<file path="src/rtl/cnn_config_reader_if.sv">
// ----------------------------------------------------------------------------
// cnn_config_reader_if
//
// Read-port bundle between the configuration reader and the parameter RAM.
//
// Signals:
//   ram_addr   reader -> RAM  word address
//   ram_rd     reader -> RAM  read strobe; data returns the following cycle
//   ram_rdata  RAM -> reader  read data, valid the cycle after ram_rd
//
// Modports:
//   master  the reader side (drives address/strobe, receives data)
//   slave   the RAM side (receives address/strobe, drives data)
// ----------------------------------------------------------------------------
interface cnn_config_reader_if #(
    parameter int AW = 16,
    parameter int DW = 16
);
    logic [AW-1:0] ram_addr;
    logic          ram_rd;
    logic [DW-1:0] ram_rdata;

    modport master (
        output ram_addr,
        output ram_rd,
        input  ram_rdata
    );

    modport slave (
        input  ram_addr,
        input  ram_rd,
        output ram_rdata
    );
endinterface

</file>
<file path="src/rtl/cnn_config_reader.sv">
// ----------------------------------------------------------------------------
// cnn_config_reader
//
// Walks the CNN configuration header held in parameter RAM after a start
// pulse, checks it for consistency, latches the per-layer fields into a local
// register file and derives each conv layer's filter base address. The
// latched fields are served to the layer sequencer through a registered
// query port.
//
// RAM header layout (N = word 1):
//   0 filter_size, 1 N, 2 filter offset, 3 dense offset,
//   4..N+3 filter count per layer, N+4..2N+3 layer type per layer,
//   2N+4..4N+1 (N-1) pairs of {dense count, weight count}.
//
// Ports:
//   clk, RST                 clock and synchronous active-high reset
//   start                    one-cycle parse request (honoured only when idle)
//   busy                     parse in progress
//   done                     one-cycle pulse at the end of a parse
//   cfg_valid                last parse passed all checks
//   err                      0 ok, 1 bad layer count, 2 bad filter offset,
//                            3 dense offset mismatch
//   ram                      parameter RAM read port (master side)
//   filter_size, num_layers,
//   filter_base, dense_base  header words 0..3 as captured
//   layer_sel                layer index to query
//   layer_nfilt, layer_type,
//   layer_ndense, layer_nweight,
//   layer_faddr              fields of layer_sel, one cycle after layer_sel
// ----------------------------------------------------------------------------
module cnn_config_reader #(
    parameter int MAX_LAYERS = 10,
    parameter int AW         = 16,
    parameter int DW         = 16
) (
    input  logic                clk,
    input  logic                RST,

    input  logic                start,
    output logic                busy,
    output logic                done,
    output logic                cfg_valid,
    output logic [1:0]          err,

    cnn_config_reader_if.master ram,

    output logic [DW-1:0]       filter_size,
    output logic [DW-1:0]       num_layers,
    output logic [DW-1:0]       filter_base,
    output logic [DW-1:0]       dense_base,

    input  logic [3:0]          layer_sel,
    output logic [DW-1:0]       layer_nfilt,
    output logic [DW-1:0]       layer_type,
    output logic [DW-1:0]       layer_ndense,
    output logic [DW-1:0]       layer_nweight,
    output logic [DW-1:0]       layer_faddr
);

    localparam int IW = 4;

    typedef enum logic [2:0] {
        S_IDLE,
        S_RD_HDR,
        S_RD_NF,
        S_RD_TYPE,
        S_RD_DENSE,
        S_ACCUM,
        S_CHECK,
        S_FAIL
    } state_t;

    // ------------------------------------------------------------------------
    // State
    // ------------------------------------------------------------------------
    state_t          state_q;
    logic            phase_q;      // 0: issue cycle, 1: capture cycle
    logic [IW-1:0]   idx_q;        // layer index within the current section
    logic            sub_q;        // 0: dense count, 1: weight count
    logic            busy_q;
    logic            done_q;
    logic            cfg_valid_q;
    logic [1:0]      err_q;
    logic            ram_rd_q;
    logic [AW-1:0]   ram_addr_q;

    logic [DW-1:0]   fs_q;
    logic [DW-1:0]   nl_q;
    logic [DW-1:0]   fb_q;
    logic [DW-1:0]   db_q;
    logic [DW-1:0]   acc_q;        // running filter address

    logic [DW-1:0]   nf_q  [MAX_LAYERS];
    logic [DW-1:0]   typ_q [MAX_LAYERS];
    logic [DW-1:0]   nd_q  [MAX_LAYERS];
    logic [DW-1:0]   nw_q  [MAX_LAYERS];
    logic [DW-1:0]   fa_q  [MAX_LAYERS];

    logic [DW-1:0]   q_nfilt_q;
    logic [DW-1:0]   q_type_q;
    logic [DW-1:0]   q_ndense_q;
    logic [DW-1:0]   q_nweight_q;
    logic [DW-1:0]   q_faddr_q;

    // ------------------------------------------------------------------------
    // Combinational helpers
    // ------------------------------------------------------------------------
    logic [IW-1:0]   last_idx_d;
    logic            n_bad_d;
    logic [DW-1:0]   fb_exp_d;
    logic [DW-1:0]   prod1_d;
    logic [DW-1:0]   prod2_d;
    logic [DW-1:0]   acc_d;
    logic            sel_ok_d;
    logic            sel_last_d;

    always_comb begin
        // Only meaningful once N has passed the range check (1..MAX_LAYERS).
        last_idx_d = nl_q[IW-1:0] - IW'(1);
        n_bad_d    = (ram.ram_rdata == '0) || (ram.ram_rdata > DW'(MAX_LAYERS));
        // The filter block starts right after the last header word (4N+1).
        fb_exp_d   = {nl_q[DW-3:0], 2'b00} + DW'(2);
        // nf*fs*fs truncated to DW bits; truncating each step gives the same
        // result modulo 2^DW.
        prod1_d    = nf_q[idx_q] * fs_q;
        prod2_d    = prod1_d * fs_q;
        acc_d      = acc_q + nf_q[idx_q] + prod2_d;
        sel_ok_d   = (DW'(layer_sel) < nl_q) && (int'(layer_sel) < MAX_LAYERS);
        sel_last_d = (DW'(layer_sel) == nl_q - DW'(1));
    end

    // ------------------------------------------------------------------------
    // Parse FSM with registered outputs
    // ------------------------------------------------------------------------
    always_ff @(posedge clk) begin
        if (RST) begin
            state_q     <= S_IDLE;
            phase_q     <= 1'b0;
            idx_q       <= '0;
            sub_q       <= 1'b0;
            busy_q      <= 1'b0;
            done_q      <= 1'b0;
            cfg_valid_q <= 1'b0;
            err_q       <= 2'd0;
            ram_rd_q    <= 1'b0;
            ram_addr_q  <= '0;
            fs_q        <= '0;
            nl_q        <= '0;
            fb_q        <= '0;
            db_q        <= '0;
            acc_q       <= '0;
            for (int i = 0; i < MAX_LAYERS; i++) begin
                nf_q[i]  <= '0;
                typ_q[i] <= '0;
                nd_q[i]  <= '0;
                nw_q[i]  <= '0;
                fa_q[i]  <= '0;
            end
        end else begin
            done_q <= 1'b0;
            case (state_q)
                S_IDLE: begin
                    busy_q <= 1'b0;
                    // done_q high here means a pass just completed; a start
                    // coincident with that done pulse is dropped.
                    if (start && !done_q) begin
                        state_q     <= S_RD_HDR;
                        busy_q      <= 1'b1;
                        cfg_valid_q <= 1'b0;
                        err_q       <= 2'd0;
                        ram_rd_q    <= 1'b1;
                        ram_addr_q  <= '0;
                        phase_q     <= 1'b0;
                        idx_q       <= '0;
                        sub_q       <= 1'b0;
                    end
                end

                S_RD_HDR, S_RD_NF, S_RD_TYPE, S_RD_DENSE: begin
                    if (!phase_q) begin
                        ram_rd_q <= 1'b0;
                        phase_q  <= 1'b1;
                    end else begin
                        // Capture cycle: by default issue the next word; the
                        // branches below stop the walk where needed.
                        phase_q    <= 1'b0;
                        ram_rd_q   <= 1'b1;
                        ram_addr_q <= ram_addr_q + AW'(1);
                        case (state_q)
                            S_RD_HDR: begin
                                case (ram_addr_q[1:0])
                                    2'd0: fs_q <= ram.ram_rdata;
                                    2'd1: begin
                                        nl_q <= ram.ram_rdata;
                                        if (n_bad_d) begin
                                            state_q    <= S_FAIL;
                                            ram_rd_q   <= 1'b0;
                                            ram_addr_q <= ram_addr_q;
                                            done_q     <= 1'b1;
                                            err_q      <= 2'd1;
                                        end
                                    end
                                    2'd2: begin
                                        fb_q  <= ram.ram_rdata;
                                        acc_q <= ram.ram_rdata;
                                        if (ram.ram_rdata != fb_exp_d) begin
                                            state_q    <= S_FAIL;
                                            ram_rd_q   <= 1'b0;
                                            ram_addr_q <= ram_addr_q;
                                            done_q     <= 1'b1;
                                            err_q      <= 2'd2;
                                        end
                                    end
                                    default: begin
                                        db_q    <= ram.ram_rdata;
                                        state_q <= S_RD_NF;
                                        idx_q   <= '0;
                                    end
                                endcase
                            end

                            S_RD_NF: begin
                                nf_q[idx_q] <= ram.ram_rdata;
                                if (idx_q == last_idx_d) begin
                                    state_q <= S_RD_TYPE;
                                    idx_q   <= '0;
                                end else begin
                                    idx_q <= idx_q + IW'(1);
                                end
                            end

                            S_RD_TYPE: begin
                                typ_q[idx_q] <= ram.ram_rdata;
                                if (idx_q == last_idx_d) begin
                                    idx_q <= '0;
                                    sub_q <= 1'b0;
                                    if (last_idx_d == '0) begin
                                        // Single layer: no dense/weight pairs.
                                        state_q    <= S_ACCUM;
                                        ram_rd_q   <= 1'b0;
                                        ram_addr_q <= ram_addr_q;
                                    end else begin
                                        state_q <= S_RD_DENSE;
                                    end
                                end else begin
                                    idx_q <= idx_q + IW'(1);
                                end
                            end

                            default: begin  // S_RD_DENSE
                                if (!sub_q) begin
                                    nd_q[idx_q] <= ram.ram_rdata;
                                    sub_q       <= 1'b1;
                                end else begin
                                    nw_q[idx_q] <= ram.ram_rdata;
                                    sub_q       <= 1'b0;
                                    // Pairs exist for layers 0..N-2 only.
                                    if (idx_q == last_idx_d - IW'(1)) begin
                                        state_q    <= S_ACCUM;
                                        ram_rd_q   <= 1'b0;
                                        ram_addr_q <= ram_addr_q;
                                        idx_q      <= '0;
                                    end else begin
                                        idx_q <= idx_q + IW'(1);
                                    end
                                end
                            end
                        endcase
                    end
                end

                S_ACCUM: begin
                    fa_q[idx_q] <= acc_q;
                    acc_q       <= acc_d;
                    if (idx_q == last_idx_d) begin
                        state_q <= S_CHECK;
                    end else begin
                        idx_q <= idx_q + IW'(1);
                    end
                end

                S_CHECK: begin
                    // busy stays high through the done cycle; IDLE drops it.
                    state_q     <= S_IDLE;
                    done_q      <= 1'b1;
                    cfg_valid_q <= (acc_q == db_q);
                    err_q       <= (acc_q == db_q) ? 2'd0 : 2'd3;
                end

                default: begin  // S_FAIL: done is already high this cycle
                    state_q <= S_IDLE;
                    busy_q  <= 1'b0;
                end
            endcase
        end
    end

    // ------------------------------------------------------------------------
    // Registered query port
    // ------------------------------------------------------------------------
    always_ff @(posedge clk) begin
        if (RST) begin
            q_nfilt_q   <= '0;
            q_type_q    <= '0;
            q_ndense_q  <= '0;
            q_nweight_q <= '0;
            q_faddr_q   <= '0;
        end else if (sel_ok_d) begin
            q_nfilt_q <= nf_q[layer_sel];
            q_type_q  <= typ_q[layer_sel];
            q_faddr_q <= fa_q[layer_sel];
            // The last layer has no dense/weight pair; its slot may hold
            // stale values from an earlier, longer header.
            if (sel_last_d) begin
                q_ndense_q  <= '0;
                q_nweight_q <= '0;
            end else begin
                q_ndense_q  <= nd_q[layer_sel];
                q_nweight_q <= nw_q[layer_sel];
            end
        end else begin
            q_nfilt_q   <= '0;
            q_type_q    <= '0;
            q_ndense_q  <= '0;
            q_nweight_q <= '0;
            q_faddr_q   <= '0;
        end
    end

    assign busy          = busy_q;
    assign done          = done_q;
    assign cfg_valid     = cfg_valid_q;
    assign err           = err_q;
    assign ram.ram_rd    = ram_rd_q;
    assign ram.ram_addr  = ram_addr_q;
    assign filter_size   = fs_q;
    assign num_layers    = nl_q;
    assign filter_base   = fb_q;
    assign dense_base    = db_q;
    assign layer_nfilt   = q_nfilt_q;
    assign layer_type    = q_type_q;
    assign layer_ndense  = q_ndense_q;
    assign layer_nweight = q_nweight_q;
    assign layer_faddr   = q_faddr_q;

endmodule

</file>
<file path="src/flat_wrapper.sv">
// flat-port wrapper written by rule: the top's interface ports become plain ports
module cnn_config_reader_flat 
#(
    parameter int MAX_LAYERS = 10,
    parameter int AW         = 16,
    parameter int DW         = 16
)
  (clk, RST, start, busy, done, cfg_valid, err, filter_size, num_layers, filter_base, dense_base, layer_sel, layer_nfilt, layer_type, layer_ndense, layer_nweight, layer_faddr, ram_ram_addr, ram_ram_rd, ram_ram_rdata);
  cnn_config_reader_if #(.AW(AW), .DW(DW)) ram_i ();
  input  logic clk;
  input  logic RST;
  input  logic start;
  output logic busy;
  output logic done;
  output logic cfg_valid;
  output logic [1:0] err;
  output logic [DW-1:0] filter_size;
  output logic [DW-1:0] num_layers;
  output logic [DW-1:0] filter_base;
  output logic [DW-1:0] dense_base;
  input  logic [3:0] layer_sel;
  output logic [DW-1:0] layer_nfilt;
  output logic [DW-1:0] layer_type;
  output logic [DW-1:0] layer_ndense;
  output logic [DW-1:0] layer_nweight;
  output logic [DW-1:0] layer_faddr;
  output wire logic [$bits(ram_i.ram_addr)-1:0] ram_ram_addr;
  output wire logic [$bits(ram_i.ram_rd)-1:0] ram_ram_rd;
  input wire logic [$bits(ram_i.ram_rdata)-1:0] ram_ram_rdata;
  assign ram_ram_addr = ram_i.ram_addr;
  assign ram_ram_rd = ram_i.ram_rd;
  assign ram_i.ram_rdata = ram_ram_rdata;
  cnn_config_reader #(.MAX_LAYERS(MAX_LAYERS), .AW(AW), .DW(DW)) u_core (.clk(clk), .RST(RST), .start(start), .busy(busy), .done(done), .cfg_valid(cfg_valid), .err(err), .ram(ram_i), .filter_size(filter_size), .num_layers(num_layers), .filter_base(filter_base), .dense_base(dense_base), .layer_sel(layer_sel), .layer_nfilt(layer_nfilt), .layer_type(layer_type), .layer_ndense(layer_ndense), .layer_nweight(layer_nweight), .layer_faddr(layer_faddr));
endmodule
</file>
<file path="config.mk">
export PLATFORM = sky130hd
export DESIGN_NAME = cnn_config_reader_flat
export DESIGN_NICKNAME = d
export VERILOG_FILES = /design/src/rtl/cnn_config_reader_if.sv /design/src/rtl/cnn_config_reader.sv /design/src/flat_wrapper.sv
export SDC_FILE = /design/constraint.sdc
export NUM_CORES = 2
export LEC_CHECK = 0
export CELL_PAD_IN_SITES_DETAIL_PLACEMENT = 0
export CELL_PAD_IN_SITES_GLOBAL_PLACEMENT = 1
export CORE_MARGIN = 4
export CORE_UTILIZATION = 45
export CTS_CLUSTER_DIAMETER = 100
export DETAILED_ROUTE_END_ITERATION = 8
export PLACE_DENSITY_LB_ADDON = 0.1
export SYNTH_ARGS = -nofsm -noshare
export SYNTH_HDL_FRONTEND = slang
export SYNTH_SLANG_ARGS = --single-unit
</file>
<file path="constraint.sdc">
create_clock -name clk -period 14.55 [get_ports clk]
set_input_delay 2.1825 -clock clk [delete_from_list [all_inputs] [get_ports clk]]
set_output_delay 2.1825 -clock clk [all_outputs]
set_load 0.005 [all_outputs]
</file>
---- Word level (Yosys, flattened, before mapping) ----
Memory sizes are Yosys's and may differ from the RTL's. A register that Yosys moved wholly into a read port is not among the register bits.
Cells that the tools add are included.
word-level totals
  input port bits ......................... 23
  memories kept ........................... 5
  word-level logic and storage cells ...... 225
  bits in registers ....................... 111
  RAM bits ................................ 800
memory list
  name          depth  bits a word  read ports  clocked after memory_dff  write ports  RTL line                 RTL
  u_core.fa_q   10     16           1           1                         10           cnn_config_reader.sv:97  logic [DW-1:0] fa_q [MAX_LAYERS];
  u_core.nd_q   10     16           1           1                         10           cnn_config_reader.sv:95  logic [DW-1:0] nd_q [MAX_LAYERS];
  u_core.nf_q   10     16           2           2                         10           cnn_config_reader.sv:93  logic [DW-1:0] nf_q [MAX_LAYERS];
  u_core.nw_q   10     16           1           1                         10           cnn_config_reader.sv:96  logic [DW-1:0] nw_q [MAX_LAYERS];
  u_core.typ_q  10     16           1           1                         10           cnn_config_reader.sv:94  logic [DW-1:0] typ_q [MAX_LAYERS];
cells by class
  multipliers ............................. 2
  $add $sub $neg .......................... 8
  bitwise operators ....................... 2
  mux-type cells .......................... 116
  equal/unequal tests ..................... 36
  order comparisons ....................... 3
  reductions and logical operators ........ 38
operator list
  cell                                                             number
  two-way mux 16 bit                                               16
  case mux 16 bit (2 select lines)                                 3
  OR reduction 16 bit                                              5
  two-way mux 4 bit                                                14
  two-way mux 1 bit                                                50
  case mux 16 bit (3 select lines)                                 1
  adder 16 bit                                                     2
  multiplier 16 x 16 -> 16 bit                                     2
  two-way mux 3 bit                                                9
  case mux 3 bit (3 select lines)                                  3
  AND reduction 4 bit                                              5
  case mux 1 bit (2 select lines)                                  9
  adder 16 x 1 -> 16 bit (second input constant)                   1
  adder 16 x 2 -> 16 bit (second input constant)                   1
  == test 16 bit                                                   1
  == test 4 x 16 -> 1 bit                                          1
  greater-than comparator 16 x 4 -> 1 bit (second input constant)  1
  zero test 16 bit                                                 1
  < comparator 4 x 16 -> 1 bit                                     1
  inequality test 16 bit                                           1
  subtractor 16 x 1 -> 16 bit (second input constant)              1
  AND reduction 7 bit                                              2
  two-way mux 2 bit                                                6
  inequality test 3 x 2 -> 1 bit (second input constant)           4
  other kinds (39)                                                 65

---- Depth between registers and ports, before layout ----
  word-level depth ........................ 10
  mapped depth ............................ 46

---- Least setup slack after synthesis ----
OpenSTA, ideal clock, no wires.
  kind .................................... register to register
  start point ............................. register with a tool-made name
  end point ............................... register u_core.acc_q[15]
  setup slack ............................. 3.130 ns
  path buffers ............................ 4
  stages on the path, launching flop included .. 44
  period minus slack after synthesis ...... 11.420 ns
  required time ........................... 14.471 ns
  data arrival time ....................... 11.341 ns
  cell sequence ........................... dfxtp_1 buf_6 buf_12 buf_6 buf_2 mux4_2 mux2_2 o21ai_0 nor2_1 fa_1 inv_1 fa_1 fa_1 inv_1 fa_1 inv_1 fa_1 fa_1 [8 not listed] fa_1 fa_1 inv_1 fa_1 inv_1 fa_1 fa_1 xnor2_1 xnor2_1 xnor2_1 xnor2_1 xnor2_1 xnor2_1 xnor3_1 xnor3_1 xnor3_1 xnor3_1 a211oi_2
RTL lines
  element               RTL line                  RTL
  end signal, assigned  cnn_config_reader.sv:205  acc_q <= ram.ram_rdata;
  end, declared         cnn_config_reader.sv:91   logic [DW-1:0] acc_q;

==> impl_summary.md <==
Placed design
Once placement finished, the instance area stood at 66,900 sq um. In this run the tool buffered the top-level ports with 188 buffer cells. Summed over all nets, the half-perimeter wirelength after detailed placement is 118,000 um. The congestion estimate from routability-driven global placement came to 0.850.

Clocking
In this run the number of H-tree levels came out at 4. The clock latency reported for the late side of the worst-skew pair is 0.77 ns. The longest clock path from root to sink contains 3 buffers.

The number of post-CTS setup repair buffers is 0. The TritonCTS clock tree is built. The clock root buffer is clkbuf_16.

The clock slew at the register clock pins of the worst setup and hold paths is 0.06 ns. Once the clock tree was built, the resizer swapped 0 gates to a different size. CTS saw 1,283 sinks. The clock buffer count from CTS is 139. Hold repair after CTS inserted 0 buffers.

Logic synthesis
During synthesis, Yosys emitted a total of 0 warnings. The portion of the post-synthesis area used by sequential elements is 58.2%. Yosys mapped a number of flops with a built-in enable equal to 1,088. The cell area that synthesis handed to floorplanning was 62,900 sq um. Among all cell types in the netlist, the one instantiated most often is edfxtp_1. The synthesized design contains 1,283 register bits. The number of instances in the synthesized netlist is 4,705. For this run, asynchronously set or reset flops after synthesis account for 0%. The most used flip-flop cell after synthesis is edfxtp_1. Counting distinct cell types in the post-synthesis netlist gives 69. The post-synthesis cell type with the largest combined area is edfxtp_1. The commonest cells after synthesis are edfxtp_1 (1,088), nor2_1 (736), nand2_1 (476), inv_1 (359), mux4_2 (311). The number of nets handed over by synthesis was 5,028. After synthesis, the cell types taking the most area are edfxtp_1 (52%), mux4_2 (11%), dfxtp_1 (6.2%).

The fraction of synthesized cell area taken by the top area cell type is 52.0%. The mean post-synth cell area is 13.4 sq um.

Finish
The sequential cells in the finished layout cover a total of 36,600 sq um. In the final layout, the share of cells above drive strength 1 is 13.3%. From synthesis to final layout, the design area changed by 13.4%. The final cell area excluding filler cells is 71,300 sq um.

The count of filler cells inserted in the layout is 11,900. In the final layout, the multi-input gates occupy 23,900 sq um. The count of antenna diodes in the layout is 0. At the end of the flow, the number of nets in the layout was 5,180.

Drt
The per-cell via count in the routed design is 5.62. The remaining number of nets flagged by the antenna check after routing is 0. The first detailed-routing pass took 5 iterations.

The overall routed net length is 185,000 um. The detailed-route via count is 38,400. The detailed router finished its first iteration with 3,717 violations.

For this run, design rule violations remaining after detail routing come to 0. The average wire per cell in the routed design is 27.1 um.

Timing
Setup repair after global routing left no endpoint under its margin. Final hold analysis gives a worst-case slack of 0.454 ns. The clock skew is 0.0347 ns. The relative max-transition margin is 18.9%. The number of endpoints with negative hold slack in the final report was 0.

The count of pins over their slew limit is 0. The worst path needs 12.55 ns of the cycle, external delays included. At the pin with the least slew margin, the transition time is 1.21 ns.

The share of the clock period used by the worst path after layout is 86.2%. The achievable clock frequency is 79.7 MHz. The accumulated negative setup slack is 0 ns. The final-report setup violation count is 0.

Run
Max-cap violations in this run came to 0.

GRT
The total overflow left after global routing is 0. The global router's overall resource usage is 25.4%. Global routing consumed, on the met3 layer, 5.93% of the routing resources. The number of antenna violations at the first check in global routing is 10. Global routing consumed, on the met2 layer, 40.3% of the routing resources. The via count of the first global-routing pass is 39,300. The routing layer with the top usage in global route is met2.

Entering global routing, the biggest net connects 91 pins. The wire length of the first global-routing pass is 272,000 um. Global routing used 35.6% of the available met1 tracks.

Critical path
The arrival time of the worst setup path is 13.23 ns. STA classifies the critical path endpoint as a register. The most prevalent standard cell on the critical path is fa_1. The path type of the worst setup path is register to register. The reg2reg setup slack is 2.00 ns.

The highest fanout seen on the critical path is 41. The largest incremental delay on the critical path is 0.81 ns. The cell with the biggest individual delay on the critical path is dfxtp_4. STA classifies the critical path startpoint as a register.

The required time of the worst setup path is 15.23 ns.

Floorplan
In this run the standard cell core region covers 138,000 sq um. The width of the chip is 382 um. In this run the vertical extent of the chip is 382 um. The die area is 146,000 sq um.

For this configuration, the core starts out at a cell density of 45.5%. Row generation in the floorplan step produced 136 rows. The number of ports placed on the die boundary is 189.

Power
Dividing total power by cell area gives a power density of 119 nW/um^2. VDD sags by at most 99.5 uV. The leakage power figure is 25.7 nW.

Run status
The run finished with clean final reports.

Min path
The tightest min-delay check is of the register to register type.
per-layer routing:
metal	up-vias	routed length [um]	part of all wire, %
li1	16900	-	-
met1	19900	78800	42
met2	1380	87000	47
met3	243	15000	8.1
met4	2	4670	2.5
met5	-	17	0.0092
registers in the layout, indices dropped and copies added, names as in the netlist, 2 cells and up, named ones only:
name / cells
u_core.err: 2
u_core.idx_q: 4
u_core.typ_q: 160
u_core.nw_q: 256
u_core.layer_nfilt: 16
u_core.layer_type: 16
u_core.nf_q: 256
u_core.state_q: 3
u_core.nd_q: 256
u_core.acc_q: 16
u_core.ram.ram_addr: 16
u_core.fa_q: 160
u_core.layer_ndense: 16
u_core.filter_base: 16
u_core.layer_faddr: 16
u_core.layer_nweight: 16
u_core.dense_base: 16
u_core.num_layers: 16
u_core.filter_size: 16
cell type report:
type                            count  area share (%)
Clock buffer                      202            5.47
Multi-Input combinational cell   2772            33.5
Tap cell                         1863            3.27
Inverter                          360            1.90
Timing Repair Buffer              301            3.86
Sequential cell                  1283            51.3
Clock inverter                     55           0.667
worst paths after layout:
path              cells past startpoint                                  to                          startpoint
setup / recovery                     40       u_core.acc_q[15]$_SDFFE_PP0P_                            register
hold / removal                        2  u_core.filter_base[2]$_SDFFE_PP0P_  u_core.filter_base[2]$_SDFFE_PP0P_
setup reg to reg                     40       u_core.acc_q[15]$_SDFFE_PP0P_                            register
hold reg to reg                       2  u_core.filter_base[2]$_SDFFE_PP0P_  u_core.filter_base[2]$_SDFFE_PP0P_
where the power goes:
group	total (W)	switching, W	internal [W]
registers	0.00415	0.0000783	0.00407
logic	0.000889	0.000539	0.000351
clock network	0.00342	0.00148	0.00195
total	0.00846	0.00209	0.00637
per-stage QoR:
stage          total power [W]  utilization [%]  worst slack [ns]  std cells
5_1_grt                0.00876             51.6              1.44       6836
4_1_cts                0.00852             51.6              2.02       6836
3_3_place_gp           0.00511             48.4              2.13       6579
6_report               0.00846             51.6              2.00       6836
3_5_place_dp           0.00512             48.4              2.05       6579
2_1_floorplan          0.00475                -              3.13       4705
kinds of logic (layout without fill, tap and decap cells):
group           Yosys count  count (layout)  share of synthesized area (%)
mux                     453             453                           13.8
flops                  1283            1283                           58.2
fa+ha+maj               300             300                           8.20
compound gates          260             260                           2.49
simple gates           1637            1637                           11.4
xor+xnor                122             122                           1.94
buf+inv                 650             918                           4.05
placed cells by master, fill, tap and decap left out, types with 19 or more instances in the layout:
cell type        instances
o22ai_1                 51
clkbuf_1                49
mux4_2                 311
o21ai_0                 32
a21oi_1                104
dfxtp_1                191
nand2_1                475
nand2b_1                19
buf_4                  114
clkdlybuf4s50_1        183
clkinv_1                19
xor2_1                  25
inv_1                  359
mux2i_1                125
nor3_1                  22
xnor2_1                 86
and2_1                 252
clkbuf_16              143
edfxtp_1              1088
nor2b_1                 47
nor2_1                 723
ha_1                   113
fa_1                   187
critical path: cells and delay by family (launching register included):
kind | cells | cell delay (ns)
AO/OA/AOI/OAI | 2 | 0.77
multiplexers | 3 | 1.03
XOR/XNOR | 10 | 2.00
AND/OR/NAND/NOR | 4 | 0.78
buffers and inverters | 8 | 0.86
flip-flops | 1 | 0.81
adder cells (fa/ha/maj) | 13 | 6.17
Power figures use the tool's default switching activity.
